File: src/rtl/ppi_pkg.sv
// Shared types and constants for the 8255-style PPI.
// Mode 1 handshake state encodings and address codes.
package ppi_pkg;

   localparam int DATA_W_DEF = 8;

   localparam logic [1:0] ADDR_PA  = 2'b00;
   localparam logic [1:0] ADDR_PB  = 2'b01;
   localparam logic [1:0] ADDR_PC  = 2'b10;
   localparam logic [1:0] ADDR_CTL = 2'b11;

   typedef enum logic [2:0] {
      IN_EMPTY  = 3'b000,
      IN_STROBE = 3'b001,
      IN_FULL   = 3'b010,
      IN_READ   = 3'b011,
      OUT_EMPTY = 3'b100,
      OUT_WRITE = 3'b101,
      OUT_FULL  = 3'b110,
      OUT_ACK   = 3'b111
   } ppi_state_t;

   function automatic logic is_in_state(ppi_state_t s);
      return (s == IN_EMPTY) || (s == IN_STROBE) ||
             (s == IN_FULL)  || (s == IN_READ);
   endfunction

endpackage

File: src/rtl/ppi_edge_sync.sv
// Synchronizer for one async active-low pin.
// Emits one-cycle rise/fall pulses after the chain.
module ppi_edge_sync #(
   parameter int SYNC_STAGES = 2
) (
   input  logic clk,
   input  logic reset,
   input  logic pin,
   output logic rise,
   output logic fall
);

   logic [SYNC_STAGES-1:0] sync_q;
   logic                   last_q;

   // Shift the pin through the chain; idle level is high.
   always_ff @(posedge clk) begin
      if (reset) begin
         sync_q <= '1;
         last_q <= 1'b1;
      end else begin
         sync_q <= {sync_q[SYNC_STAGES-2:0], pin};
         last_q <= sync_q[SYNC_STAGES-1];
      end
   end

   assign rise = ~last_q &  sync_q[SYNC_STAGES-1];
   assign fall =  last_q & ~sync_q[SYNC_STAGES-1];

endmodule

File: src/rtl/ppi_mode1_handshake.sv
// 8255 Mode 1 strobed handshake for one port group.
// One FSM covers both input and output direction.
import ppi_pkg::*;

module ppi_mode1_handshake #(
   parameter int DATA_W      = DATA_W_DEF,
   parameter int SYNC_STAGES = 2
) (
   input  logic              CLK,
   input  logic              RESET,
   input  logic              mode1_en,
   input  logic              dir_in,
   input  logic              inte,
   input  logic              port_sel,
   input  logic              RD,
   input  logic              WR,
   input  logic              STB_n,
   input  logic              ACK_n,
   input  logic [DATA_W-1:0] port_din,
   input  logic [DATA_W-1:0] bus_din,
   output logic [DATA_W-1:0] bus_dout,
   output logic [DATA_W-1:0] port_dout,
   output logic              IBF,
   output logic              OBF_n,
   output logic              INTR,
   output logic              overrun
);

   logic stb_rise, stb_fall;
   logic ack_rise, ack_fall;
   logic rd_rise_raw, rd_fall_raw;
   logic wr_rise_raw, wr_fall_raw;
   logic rd_rise, rd_fall;
   logic wr_rise, wr_fall;

   ppi_edge_sync #(.SYNC_STAGES(SYNC_STAGES)) u_stb (
      .clk(CLK), .reset(RESET), .pin(STB_n),
      .rise(stb_rise), .fall(stb_fall)
   );

   ppi_edge_sync #(.SYNC_STAGES(SYNC_STAGES)) u_ack (
      .clk(CLK), .reset(RESET), .pin(ACK_n),
      .rise(ack_rise), .fall(ack_fall)
   );

   ppi_edge_sync #(.SYNC_STAGES(SYNC_STAGES)) u_rd (
      .clk(CLK), .reset(RESET), .pin(RD),
      .rise(rd_rise_raw), .fall(rd_fall_raw)
   );

   ppi_edge_sync #(.SYNC_STAGES(SYNC_STAGES)) u_wr (
      .clk(CLK), .reset(RESET), .pin(WR),
      .rise(wr_rise_raw), .fall(wr_fall_raw)
   );

   assign rd_rise = rd_rise_raw & port_sel;
   assign rd_fall = rd_fall_raw & port_sel;
   assign wr_rise = wr_rise_raw & port_sel;
   assign wr_fall = wr_fall_raw & port_sel;

   ppi_state_t        state;
   logic              ibf_q;
   logic              obf_n_q;
   logic              intr_q;
   logic              overrun_q;
   logic              out_done_q;
   logic [DATA_W-1:0] in_latch;
   logic [DATA_W-1:0] out_latch;

   // Handshake FSM; out_done_q marks an ACK-completed output buffer.
   always_ff @(posedge CLK) begin
      if (RESET) begin
         state      <= IN_EMPTY;
         ibf_q      <= 1'b0;
         obf_n_q    <= 1'b1;
         intr_q     <= 1'b0;
         overrun_q  <= 1'b0;
         out_done_q <= 1'b0;
         in_latch   <= '0;
         out_latch  <= '0;
      end else if (!mode1_en ||
                   (is_in_state(state) != dir_in)) begin
         state      <= dir_in ? IN_EMPTY : OUT_EMPTY;
         ibf_q      <= 1'b0;
         obf_n_q    <= 1'b1;
         intr_q     <= 1'b0;
         overrun_q  <= 1'b0;
         out_done_q <= 1'b0;
      end else begin
         intr_q <= inte &
                   ((state == IN_FULL) |
                    ((state == OUT_EMPTY) & out_done_q));
         unique case (state)
            IN_EMPTY: begin
               if (stb_fall) begin
                  state    <= IN_STROBE;
                  in_latch <= port_din;
                  ibf_q    <= 1'b1;
               end
            end
            IN_STROBE: begin
               if (stb_rise) begin
                  state  <= IN_FULL;
                  intr_q <= inte;
               end
            end
            IN_FULL: begin
               if (stb_fall) overrun_q <= 1'b1;
               if (rd_fall) begin
                  state  <= IN_READ;
                  intr_q <= 1'b0;
               end
            end
            IN_READ: begin
               if (rd_rise) begin
                  overrun_q <= 1'b0;
                  ibf_q     <= 1'b0;
                  state     <= IN_EMPTY;
                  if (stb_fall) begin
                     state    <= IN_STROBE;
                     in_latch <= port_din;
                     ibf_q    <= 1'b1;
                  end
               end else if (stb_fall) begin
                  overrun_q <= 1'b1;
               end
            end
            OUT_EMPTY: begin
               if (wr_fall) begin
                  state      <= OUT_WRITE;
                  intr_q     <= 1'b0;
                  out_done_q <= 1'b0;
               end
            end
            OUT_WRITE: begin
               if (wr_rise) begin
                  state     <= OUT_FULL;
                  out_latch <= bus_din;
                  obf_n_q   <= 1'b0;
               end
            end
            OUT_FULL: begin
               if (ack_fall) begin
                  state   <= OUT_ACK;
                  obf_n_q <= 1'b1;
               end
               if (wr_fall) begin
                  state   <= OUT_WRITE;
                  obf_n_q <= 1'b0;
                  intr_q  <= 1'b0;
               end
            end
            OUT_ACK: begin
               if (ack_rise) begin
                  state      <= OUT_EMPTY;
                  intr_q     <= inte;
                  out_done_q <= 1'b1;
               end
               if (wr_fall) begin
                  state  <= OUT_WRITE;
                  intr_q <= 1'b0;
               end
            end
            default: state <= IN_EMPTY;
         endcase
      end
   end

   assign bus_dout  = in_latch;
   assign port_dout = out_latch;
   assign IBF       = ibf_q;
   assign OBF_n     = obf_n_q;
   assign INTR      = intr_q;
   assign overrun   = overrun_q;

endmodule

File: config.mk
export PLATFORM = sky130hd
export DESIGN_NAME = ppi_mode1_handshake
export DESIGN_NICKNAME = d
export VERILOG_FILES = /design/src/rtl/ppi_pkg.sv /design/src/rtl/ppi_edge_sync.sv /design/src/rtl/ppi_mode1_handshake.sv
export SDC_FILE = /design/constraint.sdc
export NUM_CORES = 1
export LEC_CHECK = 0
export CORE_MARGIN = 4
export CORE_UTILIZATION = 40
export CTS_BUF_LIST = sky130_fd_sc_hd__clkbuf_4 sky130_fd_sc_hd__clkbuf_8
export DETAILED_ROUTE_END_ITERATION = 10
export GPL_ROUTABILITY_DRIVEN = 0
export PLACE_DENSITY_LB_ADDON = 0.08
export RECOVER_POWER = 50
export SETUP_SLACK_MARGIN = 0.02
export SLEW_MARGIN = 15
export SYNTH_ARGS = -nofsm -noshare
export SYNTH_HDL_FRONTEND = slang
export SYNTH_SLANG_ARGS = --single-unit
File: constraint.sdc
create_clock -name CLK -period 1.5 [get_ports CLK]
set_input_delay 0.3 -clock CLK [delete_from_list [all_inputs] [get_ports CLK]]
set_output_delay 0.3 -clock CLK [all_outputs]
set_load 0.02 [all_outputs]
---- Word level (Yosys, flattened, before mapping) ----
Cells that the tools add are included.
word-level totals
  register bits ........................... 36
  input bits .............................. 26
  output and inout port bits .............. 20
  word-level logic and storage cells ...... 117
operators by class
  equal/unequal tests ..................... 22
  mux-type cells .......................... 37
  bitwise gates (word level) .............. 24
  reduce and logical (&&, ||, !) cells .... 18
operators with widths
  cell                  count
  $mux W3               12
  $pmux W3 S8           1
  $mux W1               16
  $mux W8               2
  $pmux W8 S2           1
  $reduce_and A3 Y1     5
  $and A1 B1 Y1         14
  $eq A3 B3 Y1 const B  4
  $ne A3 B3 Y1 const B  4
  $ne A2 B2 Y1 const B  5
  $ne A3 B2 Y1 const B  3
  $not A1 Y1            9
  $ne A4 B4 Y1 const B  2
  $pmux W1 S2           4
  $reduce_and A8 Y1     1
  $reduce_bool A2 Y1    4
  $eq A3 B2 Y1 const B  2
  $logic_or A1 B1 Y1    4
  $pmux W1 S4           1
  $reduce_or A2 Y1      2
  $eq A3 B1 Y1 const B  1
  $logic_not A3 Y1      1
  $logic_not A1 Y1      1
  $ne A1 B1 Y1          1
  $or A1 B1 Y1          1

---- Depth between registers and ports, before layout ----
  depth in word-level cells ............... 8
  depth in mapped cells ................... 6
  mapped depth without buffers ............ 5

---- Modules after synthesis ----
From an unflattened synthesis, not the netlist that was laid out.
second synthesis, totals
  cells, all modules ...................... 155
  area total of the unflattened synthesis .. 1508.9 um^2
modules (own cells, without submodules)
  module               instances  cells an instance  area an instance (um^2)  sequential area each (um^2)
  ppi_mode1_handshake  1          123                1138.6                   480.5
  ppi_edge_sync        4          8                  92.6                     60.1

---- Least setup slack after synthesis ----
No wires, ideal clock.
  kind .................................... register to register
  start ................................... reg u_wr.last_q
  end ..................................... reg out_latch[0], in the netlist port_dout[0]
  library setup time ...................... 0.128 ns
  arrival time ............................ 1.444 ns
  data required time ...................... 1.372 ns
  slack ................................... -0.072 ns
  stages on the path, launching flop included .. 6
  path buffers ............................ 0
  period minus slack after synthesis ...... 1.572 ns
  path through ............................ dfxtp_1 nand3b_1 or3_4 nor3_4 mux2i_1 nor2_1
between the ends
  cells in the longest elaborated chain, start to end .. 4
RTL lines
  element                      line                        source
  start: declaration           ppi_edge_sync.sv:14         logic last_q;
  start signal: assignment     ppi_edge_sync.sv:23         last_q <= sync_q[SYNC_STAGES-1];
  $not A1 Y1                   ppi_edge_sync.sv:27         assign rise = ~last_q & sync_q[SYNC_STAGES-1];
  $and A1 B1 Y1                ppi_edge_sync.sv:27
  $and A1 B1 Y1                ppi_mode1_handshake.sv:58   assign wr_rise = wr_rise_raw & port_sel;
  $reduce_and A3 Y1 (no line)  --
  end signal: assignment       ppi_mode1_handshake.sv:138  out_latch <= bus_din;
  end: declaration             ppi_mode1_handshake.sv:68   logic [DATA_W-1:0] out_latch;
No other way between the ends.
A chain may end at the register's enable or synchronous reset.

---- Worst setup path after layout ----
Same ends and word-level chain as after synthesis.

==> results_dict.tcl <==
set metrics [dict create \
    status "finished with violations" \
    violations "negative setup slack" \
    top_usage_layer "met2" \
    timing.hold.ws_ns 0.417 \
    synth-xor-area-share_pct 0.600 \
    drt-total-wl_mm 3.46 \
    initial_utilization_pct 42.7 \
    synth_area_per_cell_um2 9.86 \
    slew_violations 0 \
    syn_inst 148 \
    yosysWarnings 0 \
    fin_setup_tns_ns -0.764 \
    critPathLaunchType "flop" \
    drt_iter0_drc 81 \
    max_slew.worst_pin.slew_ns 0.418 \
    vdd_drop_max_mv 0.611 \
    grt_max_degree 30 \
    ant_nets 0 \
    crit_path_end_kind "flop" \
    setup_ws_ns -0.0902 \
    slew-limit-headroom_pct 72.1 \
    area_growth_pct 52.7 \
    antenna_cells 0 \
    fin_skew_ns 0.00759 \
    hold_buffers 0 \
    fin_crit_ns 1.59 \
    synth_simple_gate_area_share_pct 26.9 \
    synth_cell_types 36 \
    placed_cell_area_um2 2090 \
    route.detailed.drc 0 \
    insertion_delay_ns 0.34 \
    h-tree-depth 2 \
    period_share_pct 106 \
    dpl.hpwl_mm 2.56 \
    synth-seq-area-share_pct 49.4 \
    hold_viol 0 \
    place_ws_ns -0.588 \
    grt_pass1_wl_mm 5.84 \
    grtUsageMet1_pct 19.7 \
    synth_fa_ha_area_share_pct 0 \
    grt_antenna_before_repair 0 \
    p_per_area_nw_per_um2 782 \
    timing.fmax_ghz 0.629 \
    setup_viol 17 \
    grt_use_met3_pct 4.43 \
    cts_tree "built" \
    syn_area_um2 1460 \
    nets 245 \
    coreArea_um2 3420 \
    grt-ovfl-total 0 \
    rows 21 \
    die_w_um 68.4 \
    timing.setup.critical_path_class "flop to flop" \
    cts_buffer_depth 2 \
    drive_gt1_share_pct 27.3 \
    met2_usage_pct 29.7 \
    post_drt_wl_per_cell_um 13.0 \
    synth_area_leaders "dfxtp_1 49%, mux2i_1 11%, nor2_1 5.9%, or2_2 5.1%, a21oi_1 2.4%" \
    pin_count 46 \
    synth_top_area_share_pct 49.4 \
    worstPathArrival_ns 1.82 \
    io_buffers 45 \
    synth_top_cell_by_area "dfxtp_1" \
    synth.ff_latch_count 36 \
    synth.net_count 174 \
    cts_root_buffer "clkbuf_4" \
    num_vias 1305 \
    nFillCells 301 \
    crit_required_ns 1.73 \
    cp_max_fo 8 \
    clkTransAtPathRegs_ns 0.11 \
    synthMuxAreaShare_pct 11.0 \
    design_area_um2 2230 \
    hold_path_class "flop to flop" \
    cts.sinks 36 \
    synth-compound-area-share_pct 9.52 \
    dieArea_um2 4680 \
    power_leakage_nw 1.00 \
    grt_pass1_vias 1287 \
    cap_violations 0 \
    first_pass_iters 4 \
    dieHeight_um 68.4 \
    cts_buffers 5 \
    synth_top_family_by_area "simple AND/OR/NAND/NOR gates" \
    rsz0062_at_grt "true" \
    vias_per_cell 4.91 \
    grt_usage_pct 17.0 \
]
==> cells in the mapped netlist <==
library cell / number
dfxtp_1: 36
nor2_1: 23
mux2i_1: 16
or2_2: 12
a21oi_1: 7
nand2_1: 7
nand3b_1: 4
nor3_1: 4
buf_2: 3
clkbuf_1: 3
nor2b_1: 3
and3_1: 2
inv_2: 2
nand2b_1: 2
nor4bb_1: 2
o21ai_0: 2
a211o_1: 1
a22oi_1: 1
a31o_1: 1
a31oi_1: 1
and3b_1: 1
and4_1: 1
inv_1: 1
nand3_1: 1
nand4b_1: 1
nand4bb_1: 1
nor3_4: 1
nor4_4: 1
o2111ai_4: 1
o211ai_1: 1
o21ai_1: 1
o22a_1: 1
o22ai_1: 1
o2bb2ai_1: 1
or3_4: 1
xor2_1: 1
==> critical path, stage by stage, from the launching register on <==
cell and delay (ns):
dfxtp_2 0.33, nand3b_1 0.17, or3_4 0.36, nor3_4 0.20, buf_12 0.15, mux2i_1 0.20
nor2_1 0.06
==> what timing repair did <==
item | 4_1_cts | 5_1_grt
setup buffers | 6 | 1
gates resized for setup | 31 | 6
endpoints found under the setup margin | 38 | 19
pin swaps | 7 | 7
==> layout by cell type (no fill, tap or decap), types with 2 or more instances in the layout <==
cell type	synthesis	final
and3_1	2	2
mux2i_1	16	16
dfxtp_1	36	32
inv_2	2	2
nor3_1	4	3
nor2_1	23	22
nand2b_1	2	2
o21ai_0	2	2
nor3_4	1	2
clkdlybuf4s50_1	0	24
buf_6	0	2
dfxtp_2	0	3
or2_2	12	12
nor2b_1	3	3
dlygate4sd2_1	0	21
buf_4	0	22
a21oi_1	7	6
clkbuf_4	0	6
nand2_1	7	6
nand3b_1	4	4
==> state kept, by name, indices dropped and copies added, names as in the netlist <==
register      flops
bus_dout          8
port_dout         8
state             3
u_ack.sync_q      2
u_rd.sync_q       2
u_stb.sync_q      2
u_wr.sync_q       2
IBF               1
INTR              1
OBF_n             1
out_done_q        1
overrun           1
u_ack.last_q      1
u_rd.last_q       1
u_stb.last_q      1
u_wr.last_q       1
==> path summary, 6_finish.rpt <==
| check | startpoint | to | slack (ns) | cells after the start |
|---|---|---|---|---|
| max | u_wr.last_q | port_dout[0] | -0.09 | 6 |
| min | u_ack.sync_q[0] | u_ack.sync_q[1] | 0.42 | 1 |
| max reg2reg | u_wr.last_q | port_dout[0] | -0.09 | 6 |
| min reg2reg | u_ack.sync_q[0] | u_ack.sync_q[1] | 0.42 | 1 |
==> per-layer routing <==
layer / vias up / share of wire, %
li1: 654 / -
met3: 6 / 6.2
met5: - / 0
met4: 0 / 1.5
met2: 40 / 53
met1: 605 / 39
==> area by class of cell <==
class	instances	area, um^2	area share, %
multi-input cells	103	732	32.9
flip-flops and latches	36	728	32.7
repair buffers	70	632	28.4
clock buffers	7	58.8	2.64
well taps	46	57.6	2.58
inverters	3	11.3	0.506
clock inverters	1	7.51	0.337
==> cell families after synthesis <==
logic type                count (synthesis)
muxes                                    16
AOI/OAI and AO/OA                        19
buffers and inverters                     9
and+or+nand+nor                          67
xor gates and xnor gates                  1
DFF                                      36
==> power breakdown <==
group / switching [W] / internal, W
registers: 0.0000117 / 0.000972
clock network: 0.000326 / 0.000248
logic: 0.0000713 / 0.000112
==> metrics by stage <==
step	std cells	utilization (%)	power (W)
global route	266	65.2	0.00182
detailed placement	251	61.1	0.00118
floorplan	148	-	0.00107
finish	266	65.2	0.00174
CTS	265	64.4	0.00175
global placement	251	61.1	0.00117
(Power assumes the default switching activity.)
